==> src/rtl/audio_pkg.sv <==
// Shared definitions for the audio record and playback paths.
//   - rec_state_e : transport FSM states, encoded as shown on the LCD
//   - LrckLeft/LrckRight : LRCK level for each channel half of an I2S frame
//   - DataW : sample width, MSB first on the serial line
package audio_pkg;

  localparam int unsigned DataW = 16;

  localparam logic LrckLeft  = 1'b0;
  localparam logic LrckRight = 1'b1;

  typedef enum logic [1:0] {
    StIdle    = 2'd0,
    StArm     = 2'd1,
    StCapture = 2'd2,
    StPause   = 2'd3
  } rec_state_e;

endpackage

==> src/rtl/i2s_rx_shift.sv <==
// I2S left-channel receiver.
// Detects the LRCK right->left edge, skips the one-bit I2S delay slot, then
// shifts in DATA_W bits MSB first. The right half of each frame is ignored.
// Ports:
//   i_clk     codec bit clock, rising edge
//   i_rst     asynchronous active-low reset
//   i_en      shifter may start/advance (FSM in ARM or CAPTURE)
//   i_clear   drop any partial word and idle the shifter (wins over i_en)
//   i_lrck    AUD_ADCLRCK
//   i_dat     AUD_ADCDAT
//   o_fall    LRCK falling edge seen at this clock edge
//   o_valid   1-cycle strobe: o_sample holds a complete left word
//   o_sample  received word, stable while o_valid is high
module i2s_rx_shift
  import audio_pkg::*;
#(
  parameter int unsigned DATA_W = DataW
) (
  input  logic              i_clk,
  input  logic              i_rst,
  input  logic              i_en,
  input  logic              i_clear,
  input  logic              i_lrck,
  input  logic              i_dat,
  output logic              o_fall,
  output logic              o_valid,
  output logic [DATA_W-1:0] o_sample
);

  localparam int unsigned CntW = (DATA_W > 1) ? $clog2(DATA_W) : 1;
  localparam logic [CntW-1:0] LastBit = CntW'(DATA_W - 1);

  logic              lrck_q;
  logic              active_q, active_d;
  logic [CntW-1:0]   cnt_q, cnt_d;
  logic [DATA_W-1:0] shreg_q, shreg_d;
  logic              valid_q, valid_d;

  assign o_fall   = (lrck_q == LrckRight) && (i_lrck == LrckLeft);
  assign o_valid  = valid_q;
  assign o_sample = shreg_q;

  always_comb begin
    active_d = active_q;
    cnt_d    = cnt_q;
    shreg_d  = shreg_q;
    valid_d  = 1'b0;
    if (i_clear) begin
      active_d = 1'b0;
      cnt_d    = '0;
    end else if (i_en) begin
      if (o_fall) begin
        // This edge carries the previous word's LSB; data starts next edge.
        // A fall mid-word also lands here and restarts the count.
        active_d = 1'b1;
        cnt_d    = '0;
      end else if (active_q) begin
        shreg_d = {shreg_q[DATA_W-2:0], i_dat};
        cnt_d   = cnt_q + 1'b1;
        if (cnt_q == LastBit) begin
          active_d = 1'b0;
          cnt_d    = '0;
          valid_d  = 1'b1;
        end
      end
    end
  end

  always_ff @(posedge i_clk or negedge i_rst) begin
    if (!i_rst) begin
      lrck_q   <= 1'b0;
      active_q <= 1'b0;
      cnt_q    <= '0;
      shreg_q  <= '0;
      valid_q  <= 1'b0;
    end else begin
      lrck_q   <= i_lrck;
      active_q <= active_d;
      cnt_q    <= cnt_d;
      shreg_q  <= shreg_d;
      valid_q  <= valid_d;
    end
  end

endmodule

==> src/rtl/audio_recorder.sv <==
// Record path: captures left-channel ADC samples and writes them to SRAM.
// Ports:
//   i_clk, i_rst                  bit clock / async active-low reset
//   i_record                      1 = record mode; 0 forces IDLE
//   i_recordorpause, i_stop       1-cycle key pulses
//   i_aud_ADClrck, i_aud_ADCdat   codec ADC I2S stream
//   o_state                       IDLE/ARM/CAPTURE/PAUSE for the LCD
//   o_sram_wr_req/addr/wdata      write request, held until i_sram_wr_ack
//   i_sram_wr_ack                 1-cycle accept pulse
//   o_rec_len                     acknowledged samples in this take
//   o_rec_sec                     recorded seconds, saturating at 255
//   o_full                        1-cycle pulse when ADDR_MAX is written
//   o_overrun                     sticky, a sample was dropped this take
module audio_recorder
  import audio_pkg::*;
#(
  parameter int unsigned       DATA_W    = DataW,
  parameter int unsigned       ADDR_W    = 20,
  parameter logic [ADDR_W-1:0] ADDR_MAX  = {ADDR_W{1'b1}},
  parameter int unsigned       SAMPLE_HZ = 32000
) (
  input  logic              i_clk,
  input  logic              i_rst,
  input  logic              i_record,
  input  logic              i_recordorpause,
  input  logic              i_stop,
  input  logic              i_aud_ADClrck,
  input  logic              i_aud_ADCdat,
  output logic [1:0]        o_state,
  output logic              o_sram_wr_req,
  output logic [ADDR_W-1:0] o_sram_addr,
  output logic [DATA_W-1:0] o_sram_wdata,
  input  logic              i_sram_wr_ack,
  output logic [ADDR_W-1:0] o_rec_len,
  output logic [7:0]        o_rec_sec,
  output logic              o_full,
  output logic              o_overrun
);

  localparam int unsigned SubW = (SAMPLE_HZ > 1) ? $clog2(SAMPLE_HZ) : 1;
  localparam logic [SubW-1:0] SubLast = SubW'(SAMPLE_HZ - 1);

  rec_state_e        state_q, state_d;
  logic              req_q, req_d;
  logic [ADDR_W-1:0] addr_q, addr_d;
  logic [DATA_W-1:0] wdata_q, wdata_d;
  logic [ADDR_W-1:0] len_q, len_d;
  logic [7:0]        sec_q, sec_d;
  logic [SubW-1:0]   sub_q, sub_d;
  logic              full_q, full_d;
  logic              ovr_q, ovr_d;

  logic              sh_en, sh_clear, sh_fall, sh_valid;
  logic [DATA_W-1:0] sh_sample;
  logic              ack_ok, full_hit, start_take, sample_ok;

  i2s_rx_shift #(
    .DATA_W (DATA_W)
  ) u_shift (
    .i_clk    (i_clk),
    .i_rst    (i_rst),
    .i_en     (sh_en),
    .i_clear  (sh_clear),
    .i_lrck   (i_aud_ADClrck),
    .i_dat    (i_aud_ADCdat),
    .o_fall   (sh_fall),
    .o_valid  (sh_valid),
    .o_sample (sh_sample)
  );

  assign ack_ok   = req_q & i_sram_wr_ack;
  assign full_hit = ack_ok & (addr_q == ADDR_MAX);

  always_comb begin
    state_d = state_q;
    if (!i_record) begin
      state_d = StIdle;
    end else begin
      unique case (state_q)
        StIdle:    if (i_recordorpause) state_d = StArm;
        StArm: begin
          if (i_stop)       state_d = StIdle;
          else if (sh_fall) state_d = StCapture;
        end
        StCapture: begin
          if (i_stop)               state_d = StIdle;
          else if (i_recordorpause) state_d = StPause;
        end
        StPause: begin
          if (i_stop)               state_d = StIdle;
          else if (i_recordorpause) state_d = StArm;
        end
        default:   state_d = StIdle;
      endcase
      // Memory exhausted: ends the take whatever the transport state.
      if (full_hit) state_d = StIdle;
    end
  end

  assign start_take = (state_q == StIdle) && (state_d == StArm);
  assign sh_en      = (state_q == StArm) || (state_q == StCapture);
  // Partial words are dropped whenever we are not going to keep capturing.
  assign sh_clear   = !((state_d == StArm) || (state_d == StCapture));
  // A word completing as the take is stopped is discarded with it.
  assign sample_ok  = sh_valid && (state_q == StCapture) && (state_d != StIdle);

  always_comb begin
    req_d   = req_q;
    addr_d  = addr_q;
    wdata_d = wdata_q;
    len_d   = len_q;
    sec_d   = sec_q;
    sub_d   = sub_q;
    ovr_d   = ovr_q;
    full_d  = full_hit;

    if (ack_ok) begin
      req_d = 1'b0;
      len_d = len_q + 1'b1;
      if (sub_q == SubLast) begin
        sub_d = '0;
        if (sec_q != 8'hFF) sec_d = sec_q + 8'd1;
      end else begin
        sub_d = sub_q + 1'b1;
      end
    end

    if (sample_ok) begin
      if (req_q) begin
        ovr_d = 1'b1;
      end else begin
        req_d   = 1'b1;
        addr_d  = len_q;
        wdata_d = sh_sample;
      end
    end

    // Leaving the take withdraws any unacknowledged write.
    if (state_d == StIdle) req_d = 1'b0;

    if (start_take) begin
      req_d  = 1'b0;
      addr_d = '0;
      len_d  = '0;
      sec_d  = '0;
      sub_d  = '0;
      ovr_d  = 1'b0;
    end
  end

  always_ff @(posedge i_clk or negedge i_rst) begin
    if (!i_rst) begin
      state_q <= StIdle;
      req_q   <= 1'b0;
      addr_q  <= '0;
      wdata_q <= '0;
      len_q   <= '0;
      sec_q   <= '0;
      sub_q   <= '0;
      full_q  <= 1'b0;
      ovr_q   <= 1'b0;
    end else begin
      state_q <= state_d;
      req_q   <= req_d;
      addr_q  <= addr_d;
      wdata_q <= wdata_d;
      len_q   <= len_d;
      sec_q   <= sec_d;
      sub_q   <= sub_d;
      full_q  <= full_d;
      ovr_q   <= ovr_d;
    end
  end

  assign o_state       = state_q;
  assign o_sram_wr_req = req_q;
  assign o_sram_addr   = addr_q;
  assign o_sram_wdata  = wdata_q;
  assign o_rec_len     = len_q;
  assign o_rec_sec     = sec_q;
  assign o_full        = full_q;
  assign o_overrun     = ovr_q;

endmodule

==> config.mk <==
export PLATFORM = sky130hd
export DESIGN_NAME = audio_recorder
export DESIGN_NICKNAME = d
export VERILOG_FILES = /design/src/rtl/audio_pkg.sv /design/src/rtl/i2s_rx_shift.sv /design/src/rtl/audio_recorder.sv
export SDC_FILE = /design/constraint.sdc
export NUM_CORES = 1
export LEC_CHECK = 0
export ABC_AREA = 0
export BUFFER_PORTS_ARGS = -buffer_cell sky130_fd_sc_hd__buf_4
export CAP_MARGIN = 0
export CELL_PAD_IN_SITES_DETAIL_PLACEMENT = 1
export CELL_PAD_IN_SITES_GLOBAL_PLACEMENT = 2
export CORE_UTILIZATION = 33
export CTS_BUF_LIST = sky130_fd_sc_hd__clkbuf_2 sky130_fd_sc_hd__clkbuf_4 sky130_fd_sc_hd__clkbuf_8
export DETAILED_ROUTE_END_ITERATION = 12
export GPL_ROUTABILITY_DRIVEN = 0
export PLACE_DENSITY = 0.79
export SETUP_SLACK_MARGIN = 0.05
export SLEW_MARGIN = 20
export SYNTH_ARGS = -nofsm -noshare
export SYNTH_HDL_FRONTEND = slang
export SYNTH_SLANG_ARGS = --single-unit
==> constraint.sdc <==
create_clock -name i_clk -period 2.8 [get_ports i_clk]
set_input_delay 0.28 -clock i_clk [delete_from_list [all_inputs] [get_ports i_clk]]
set_output_delay 0.28 -clock i_clk [all_outputs]
set_load 0.005 [all_outputs]
# Word-level counts from Yosys, hierarchy flattened
# Index checks and enable logic that the tools add are counted.
# totals
out_inout_bits	69
elab_cells	99
in_bits	8
reg_bits	107
# op_classes
mux	44
bitwise_logic	5
n_reduce_logical	20
n_addsub	4
eq_ne	12
# ops
operator	n
two-way mux 20 bit	5
two-way mux 15 bit	3
two-way mux 8 bit	4
adder 20 x 1 -> 20 bit (second input constant)	1
== test 20 bit (second input constant)	1
two-way mux 4 bit	5
two-way mux 1 bit	18
two-way mux 2 bit	8
adder 15 x 1 -> 15 bit (second input constant)	1
== test 15 bit (second input constant)	1
nonzero test 2 bit	6
adder 8 x 1 -> 8 bit (second input constant)	1
!= test 8 bit (second input constant)	1
one-hot mux 2 bit (4 select lines)	1
AND reduction 2 bit	4
== test 2 bit (second input constant)	3
adder 4 x 1 -> 4 bit (second input constant)	1
== test 2 x 1 -> 1 bit (second input constant)	2
== test 4 bit (second input constant)	1
logical AND 1 bit	4
zero test 2 bit	2
AND reduction 4 bit	1
!= test 3 x 2 -> 1 bit (second input constant)	1
NOT 1 bit	3
other kinds (5)	7

# Logic depth before layout (Yosys ltp)
# Gate-level depths: netlist of run 1.
# logic_depth
ltp_word	12
depth_mapped	12
ltp_nobuf	11

# Modules after synthesis
# From an unflattened synthesis of run 1, not the netlist that was laid out.
# unflattened
hier_cells	520
area_unflattened_um2	5033.6
# by_module_without_submodules
mod	cells_each	area_each_um2	n_inst	seq_area_each_um2
audio_recorder	454	4078.9	1	2102.0
i2s_rx_shift	66	954.7	1	575.6

# Worst setup path before layout of run 1
# Ideal clock, no wire load.
# synth_path
path_kind	reg2reg
startpoint	register req_q (netlist: o_sram_wr_req)
endpoint	register u_shift.shreg_q[0] (netlist: u_shift.o_sample[0])
setup_slack_ns	0.126
n_path_buf	3
period_less_slack_ns	2.674
setup_ns	0.125
path_stages_with_launch	10
required_time_ns	2.675
t_arrival_ns	2.550
cell_sequence	dfrtp_1 > buf_2 > and2_1 > clkbuf_1 > a31oi_1 > o21ai_0 > ha_1 > nand2_1 > clkbuf_1 > mux2_2
# synth_via
elab_chain_cells	7
word_cells_on_any_way	8
classes_between	eq/ne: 2; mux: 2; bitwise: 2; reduce/logical: 2
# synth_rtl
item	line_no	source
start, declared	audio_recorder.sv:44	logic req_q, req_d;
start signal, assigned	audio_recorder.sv:164	req_q <= req_d;
AND 1 bit *	audio_recorder.sv:71	assign ack_ok = req_q & i_sram_wr_ack;
AND 1 bit *	audio_recorder.sv:72	assign full_hit = ack_ok & (addr_q == ADDR_MAX);
two-way mux 2 bit *	audio_recorder.sv:96	if (full_hit) state_d = StIdle;
two-way mux 2 bit *	audio_recorder.sv:76	if (!i_record) begin
== test 2 x 1 -> 1 bit / == test 2 bit (equally long branches)	audio_recorder.sv:103	assign sh_clear = !((state_d == StArm) || (state_d == StCapture));
logical OR 1 bit *	audio_recorder.sv:103	
AND reduction 4 bit (no source line) *	-	
end signal, assigned	i2s_rx_shift.sv:80	shreg_q <= shreg_d;
end, declared	i2s_rx_shift.sv:36	logic [DATA_W-1:0] shreg_q, shreg_d;
# Mark *: on every way between the ends. The rest lies on a longest branch, timed or not.
# A chain may end at the register's enable or synchronous reset.

# Worst setup path after layout of run 1
# layout_path
startpoint	register addr_q[0] (netlist: o_sram_addr[0])
endpoint	register sub_q[12]
# layout_via
elab_chain_cells	7
word_cells_on_any_way	8
classes_between	eq/ne: 2; mux: 3; bitwise: 1; reduce/logical: 2
# layout_rtl
item	line_no	source
start, declared	audio_recorder.sv:45	logic [ADDR_W-1:0] addr_q, addr_d;
start signal, assigned	audio_recorder.sv:165	addr_q <= addr_d;
== test 20 bit *	audio_recorder.sv:72	
AND 1 bit *	audio_recorder.sv:72	
two-way mux 2 bit *	audio_recorder.sv:96	
two-way mux 2 bit *	audio_recorder.sv:76	
via state_d[0]	audio_recorder.sv:43	rec_state_e state_q, state_d;
== test 2 x 1 -> 1 bit *	audio_recorder.sv:100	assign start_take = (state_q == StIdle) && (state_d == StArm);
logical AND 1 bit *	audio_recorder.sv:100	
two-way mux 15 bit / nonzero test 2 bit (equally long branches)	-	
end signal, assigned	audio_recorder.sv:169	sub_q <= sub_d;
end, declared	audio_recorder.sv:49	logic [SubW-1:0] sub_q, sub_d;
# The timed path passes the listed nets; every way through them passes the cells marked *.

==> reports/metrics.yaml, run 1 <==
global_route.overflow_total: 0
yosys-top-cells-area: "sky130_fd_sc_hd__dfrtp_1, sky130_fd_sc_hd__nand2_1, sky130_fd_sc_hd__a21oi_1"
die-width_um: 126.4
cts_tree: "yes"
report.final.slew_viol_count: 0
dpl-instance-area_sq_um: 5973
netlist_area_sq_um: 5109
synth_seq_area_share_pct: 52.41
clkLatencyLatePin_ns: 0.39
cp-end-kind: "flop"
areaGrowthSynthToFinish_pct: 22.83
setup-violations-final: 0
starting_density_of_the_core_pct: 33.73
remaining_drc_errors: 0
max-vdd-ir-drop_mv: 0.2497
critPathKind: "reg2reg"
fin_tns_setup_ns: 0
fin_nets: 636
grt_first_pass_wirelength_um: 23420
ys_async_sr_fraction_pct: 100.0
clock.fmax_ghz: 0.3936
worstMarginPinSlew_ns: 0.9073
critPathArrivalTime_ns: 2.84
vias: 4288
synth_edf_count: 0
timing.rr.start: "o_sram_addr[0]"
io_pins: 77
final_design_area_no_fill_sq_um: 6275
final_cell_mix: "sky130_fd_sc_hd__nand2_1, sky130_fd_sc_hd__dfrtp_1, sky130_fd_sc_hd__buf_4"
antenna_cells: 0
core_sq_um: 15150
critical_path_required_ns: 3.10
layout.cells.most_common: "sky130_fd_sc_hd__nand2_1"
synth.distinct_cells: 51
syn-num-nets: 552
max_slew_margin_pct: 39.51
worst_hold_path_type: "in2async"
cts.reportedPaths.clkPinSlew_ns: 0.12
grtUsageTotal_pct: 18.54
timing.final.hold_violations: 1
die_area_sq_um: 15980
critPathLaunch: "o_sram_addr[0]"
setup_slack_ns: 0.2595
min_period_ns: 2.540
die_height_um: 126.4
final_setup_skew_ns: 0.01553
antenna_found_initial: 0
cts_root_buffer: "sky130_fd_sc_hd__clkbuf_8"
max_cap_violations: 0
top_area_cell_type_share_of_the_netlist_area_pct: 52.41
vias_in_the_first_global_route: 4495
crit_slowest_cell: "sky130_fd_sc_hd__dfrtp_1"
fraction_of_layout_instances_using_a_drive_strength_above_1_pct: 22.35
crit_path_max_incr_delay_ns: 0.41
firstDrtPassIters: 4
status: "finished with violations"
ant_nets: 0
dpl.cell_count: 784
io_buffer_count: 76
crit_path_start_kind: "flop"
report.power.total_uw: 2648
number_of_standard_cells_in_the_layout_taps_in_and_fillers_out: 810
ys_ff_latch: 107
yosysWarningCount: 0
crit_top_cell: "sky130_fd_sc_hd__buf_4"
min_period_over_period_pct: 90.73
placement_rows: 45
number_of_h_tree_levels: 3
finalWirelength_um: 13940
worst_path_cell_chain: "nand4_1 > nor4_4 > buf_4 > a31oi_1 > o21a_1 > ha_1 > and2_1 > nor2_1 > buf_4 > nand2_1 > o311ai_2"
yosys_most_used_dff: "sky130_fd_sc_hd__dfrtp_1"
failed_checks: "negative hold slack"
leakage_uw: 0.002903
cts-buffers-inserted: 9
timing.critical_path.fanout_max: 6
finalHoldWorstSlack_ns: -0.0004015
post_synth.cell_area_avg_sq_um: 9.585
via_per_inst: 5.294
netlist.top_cell.by_area: "sky130_fd_sc_hd__dfrtp_1"
dpl_worst_slack_ns: 0.05211
syn_inst: 533
grt_max_degree: 71
rsz_0062_raised_after_global_routing: "no"
post_drt_wl_per_cell_um: 17.21
drt_first_iter_violations: 194
fillers: 1738
place.detailed.hpwl_um: 9709
clock-sinks: 107
clock_path_buffers: 2
pwr_density_cell_nw_per_um2: 421.9
[per-stage QoR]
stage / utilization (%) / hold WS (ns)
after floorplan: - / -0.01559
after global placement: 39.44 / 0.4009
after detailed placement: 39.44 / 0.4042
after CTS: 40.81 / 0.01760
after global routing: 41.43 / 0.05049
final: 41.43 / -0.0004015
[metal layers]
layer	GRT usage (%)	wire, um
met1	23.50	6410
met3	4.218	489
met2	31.30	6813
met5	0	0
met4	6.024	223
[power breakdown]
part	switching, uW	internal (uW)
combinational	94.9	42.2
clock	591	368
sequential	3.94	1550
[repair_timing]
action	4_1_cts	5_1_grt
buffers inserted	0	9
pin swaps	0	1
endpoints found under the setup margin	1	57
endpoints found under the hold margin	1	0
hold buffers	1	0
gates resized for setup	1	5
[registers in the layout, indices dropped and copies added, names as in the netlist, 2 cells and up]
signal            count
o_sram_addr          20
o_rec_sec             8
o_rec_len            20
sub_q                15
u_shift.o_sample     16
o_sram_wdata         16
o_state               2
u_shift.cnt_q         4
[synth_stat cells (6+ instances only)]
library cell                 n
sky130_fd_sc_hd__nand2_1   125
sky130_fd_sc_hd__dfrtp_1   107
sky130_fd_sc_hd__a21oi_1    40
sky130_fd_sc_hd__nor2_1     27
sky130_fd_sc_hd__clkbuf_1   24
sky130_fd_sc_hd__mux2_2     16
sky130_fd_sc_hd__nand3_1    16
sky130_fd_sc_hd__nand4_1    16
sky130_fd_sc_hd__nor3_1     13
sky130_fd_sc_hd__o21ai_0    13
sky130_fd_sc_hd__ha_1       11
sky130_fd_sc_hd__o31ai_1    11
sky130_fd_sc_hd__xnor2_1    11
sky130_fd_sc_hd__inv_1      10
sky130_fd_sc_hd__or4_1      10
sky130_fd_sc_hd__nor4_1      8
sky130_fd_sc_hd__xor2_1      6
[cell families after synthesis]
group	Yosys count	synth area share, %
buffers and inverters	36	2.817
AO/OA/AOI/OAI	92	11.22
XOR/XNOR	17	2.914
AND/OR/NAND/NOR	249	23.44
multiplexers	21	4.506
flip-flops	107	52.41
adder cells (fa/ha/maj)	11	2.694
[worst max-delay path, delay by kind of cell, from the launching register on]
family | cells | cell delay [ns]
fa+ha+maj | 1 | 0.24
flops | 1 | 0.41
compound gates | 3 | 0.57
buf+inv | 2 | 0.32
simple gates | 5 | 0.90
[cell type report]
cell class                 instances  area [sq um]  share of cell area, %
clock buffer                      10         137.6                  2.193
inverter                          10         37.54                 0.5982
tap                              188         235.2                  3.749
sequential                       107          2679                  42.69
multi-input combinational        390          2323                  37.03
timing repair buffer              99         808.3                  12.88
clock inverter                     6         53.80                 0.8574
[final timing paths]
kind / endpoint / cells after the start / slack [ns]
max: sub_q[12] / 11 / 0.26
min: o_full / 1 / -0.0004
max reg2reg: sub_q[12] / 11 / 0.26
min reg2reg: o_sram_wdata[4] / 2 / 0.49
max in group asynchronous: o_rec_len[13] / 2 / 2.09
min in group i_clk: u_shift.o_sample[0] / 2 / 0.11
No activity file was read; power rests on OpenSTA's default activity.
==> run 2: changes to the inputs <==
CAP_MARGIN = not set   (was 0)
CORE_ASPECT_RATIO = 0.8   (was not set)
PLACE_DENSITY = not set   (was 0.79)
PLACE_DENSITY_LB_ADDON = 0.3   (was not set)
==> run 2 against run 1 <==
The run now ends clean. Via count decreased by 1.3%. Critical path type unchanged. Critical path depth down 2. Non-clock buffer count fell by 5. Highest routed layer unchanged. Power grew 1.8%.
==> reports/metrics.yaml, run 2 (synthesis gave the netlist of run 1 again) <==
cts.reportedPaths.clkPinSlew_ns: 0.10  # was 0.12 ns
die_area_sq_um: 15990  # was 15980 sq um
clock-sinks: 107  # unchanged
crit_path_start_kind: "flop"  # unchanged
clock_path_buffers: 2  # unchanged
antenna_cells: 0  # unchanged
grtUsageTotal_pct: 18.20  # was 18.54%
critPathKind: "reg2reg"  # unchanged
cp_num_cells: 9  # was 11
critPathBufInv: 2  # unchanged
antenna_found_initial: 0  # unchanged
max_cap_violations: 0  # unchanged
leakage_uw: 0.002849  # was 0.002903 uW
starting_density_of_the_core_pct: 33.91  # was 33.73%
number_of_h_tree_levels: 3  # unchanged
clock.fmax_ghz: 0.3927  # was 0.3936 GHz
ant_nets: 0  # unchanged
critPathLaunch: "o_state[0]"  # was o_sram_addr[0]
cp-end-kind: "flop"  # unchanged
critPathArrivalTime_ns: 2.82  # was 2.84 ns
min_period_over_period_pct: 90.94  # was 90.73%
rsz_0062_raised_after_global_routing: "no"  # unchanged
reg2reg_depth: 9  # was 11
dpl.cell_count: 808  # was 784
register_to_register_setup_slack_ns: 0.25  # was 0.26 ns
timing.rr.start: "o_state[0]"  # was o_sram_addr[0]
clkLatencyLatePin_ns: 0.39  # about the same
fraction_of_layout_instances_using_a_drive_strength_above_1_pct: 21.07  # was 22.35%
fin_nets: 631  # was 636
die-width_um: 141.1  # was 126.4 um
finalWirelength_um: 13710  # was 13940 um
cts_root_buffer: "sky130_fd_sc_hd__clkbuf_8"  # unchanged
post_drt_wl_per_cell_um: 16.57  # was 17.21 um
worstMarginPinSlew_ns: 0.5817  # was 0.9073 ns
die_height_um: 113.3  # was 126.4 um
max_slew_margin_pct: 61.22  # was 39.51%
endpoint: "u_shift.o_sample[0]"  # was sub_q[12]
grt_max_degree: 45  # was 71
status: "finished clean"  # was finished with violations
placement_rows: 40  # was 45
firstDrtPassIters: 4  # unchanged
setup-violations-final: 0  # unchanged
timing.rr.end: "u_shift.o_sample[0]"  # was sub_q[12]
multi_input_area_sq_um: 2295  # was 2323 sq um
worst_hold_path_type: "in2reg"  # was in2async
regArea_sq_um: 2679  # unchanged
fin_tns_setup_ns: 0  # unchanged
crit_slowest_cell: "sky130_fd_sc_hd__ha_1"  # was sky130_fd_sc_hd__dfrtp_1
setup_slack_ns: 0.2537  # was 0.2595 ns
final_setup_skew_ns: 0.01179  # was 0.01553 ns
cts_tree: "yes"  # unchanged
max-vdd-ir-drop_mv: 0.1999  # was 0.2497 mV
crit_path_max_incr_delay_ns: 0.40  # was 0.41 ns
critical_path_required_ns: 3.08  # was 3.10 ns
dpl_worst_slack_ns: 0.2101  # was 0.05211 ns
pwr_density_cell_nw_per_um2: 432.3  # was 421.9 nW/um^2
crit_family: "adder cells"  # was simple AND/OR/NAND/NOR gates
final_cell_mix: "sky130_fd_sc_hd__nand2_1, sky130_fd_sc_hd__dfrtp_1, sky130_fd_sc_hd__buf_4"  # unchanged
report.final.slew_viol_count: 0  # unchanged
global_route.overflow_total: 0  # unchanged
min_period_ns: 2.546  # was 2.540 ns
remaining_drc_errors: 0  # unchanged
fillers: 1759  # was 1738
place.detailed.hpwl_um: 9744  # was 9709 um
vias_in_the_first_global_route: 4306  # was 4495
worst_path_cell_chain: "inv_1 > ha_1 > o21ai_0 > a311oi_1 > o21ai_0 > ha_1 > nand2_1 > buf_12 > mux2_2"  # was nand4_1 > nor4_4 > buf_4 > a31oi_1 > o21a_1 > ha_1 > and2_1 > nor2_1 > buf_4 > nand2_1 > o311ai_2
via_per_inst: 5.117  # was 5.294
io_pins: 77  # unchanged
timing.critical_path.fanout_max: 18  # was 6
grt_first_pass_wirelength_um: 22810  # was 23420 um
core_sq_um: 15060  # was 15150 sq um
timing.final.hold_violations: 0  # was 1
io_buffer_count: 76  # unchanged
drt_first_iter_violations: 206  # was 194
cts-buffers-inserted: 9  # unchanged
vias: 4232  # was 4288
areaGrowthSynthToFinish_pct: 22.09  # was 22.83%
number_of_standard_cells_in_the_layout_taps_in_and_fillers_out: 827  # was 810
layout.cells.most_common: "sky130_fd_sc_hd__nand2_1"  # unchanged
run 2: cell types whose count changed in the layout (fill, tap and decap cells not counted), sizes merged:
cell	previous run	this run
clkbuf	10	12
buf	98	92
clkinv	2	1
bufinv	0	1
inv	14	10
dlygate4sd3	1	2
clkinvlp	0	2
run 2: area by class of cell:
type                       instances  area share (%)
inverter                          10          0.6018
clock buffer                      12           2.447
clock inverter                     4          0.8024
tap                              210           4.213
sequential                       107           42.95
multi-input combinational        390           36.79
timing repair buffer              94           12.20
run 2: worst min path at each step:
stage	start	end	slack, ns	cells after the start
2_1_floorplan	i_rst	o_full	-0.02	0
3_3_place_gp	i_rst	o_rec_len[13]	0.30	1
3_5_place_dp	i_rst	o_rec_sec[6]	0.31	1
4_1_cts	i_aud_ADCdat	u_shift.o_sample[0]	0.12	2
5_1_grt	i_aud_ADCdat	u_shift.o_sample[0]	0.12	2
6_report	i_aud_ADCdat	u_shift.o_sample[0]	0.14	2
run 2: timing repair:
action                                 CTS  global route
endpoints found under the hold margin   38             0
setup buffers                            0             1
gates resized for setup                  0             2
hold buffers                             2             0
setup endpoints to repair                0            52
run 2: through the flow:
step                      instance area [sq um]  power [uW]  hold slack [ns]  utilization [%]
final                                      6237        2696           0.1401            41.40
after global routing                       6237        2815           0.1166            41.40
after CTS                                  6226        2742           0.1162            41.33
after detailed placement                   6003        1725           0.3075            39.85
after global placement                     6003        1720           0.3007            39.85
after floorplan                            5109        1641         -0.01559                -
run 2: per-layer routing:
layer	track usage (%)	up-vias	share of wire, %
met5	0	-	0
li1	-	2032	-
met1	24.72	2126	49
met3	4.359	11	3.2
met4	4.928	0	1.0
met2	29.01	63	47
run 2: worst register-to-register path, cell delays in order (launching register included):
cell                       delay, ns
sky130_fd_sc_hd__dfrtp_1        0.39
sky130_fd_sc_hd__inv_1          0.12
sky130_fd_sc_hd__ha_1           0.27
sky130_fd_sc_hd__o21ai_0        0.15
sky130_fd_sc_hd__a311oi_1       0.30
sky130_fd_sc_hd__o21ai_0        0.17
sky130_fd_sc_hd__ha_1           0.40
sky130_fd_sc_hd__nand2_1        0.14
sky130_fd_sc_hd__buf_12         0.17
sky130_fd_sc_hd__mux2_2         0.35
run 2: where the power goes:
part           switching [uW]  internal (uW)  total (uW)
sequential               2.63           1550        1550
combinational            97.8           44.8         143
clock                     546            457        1000
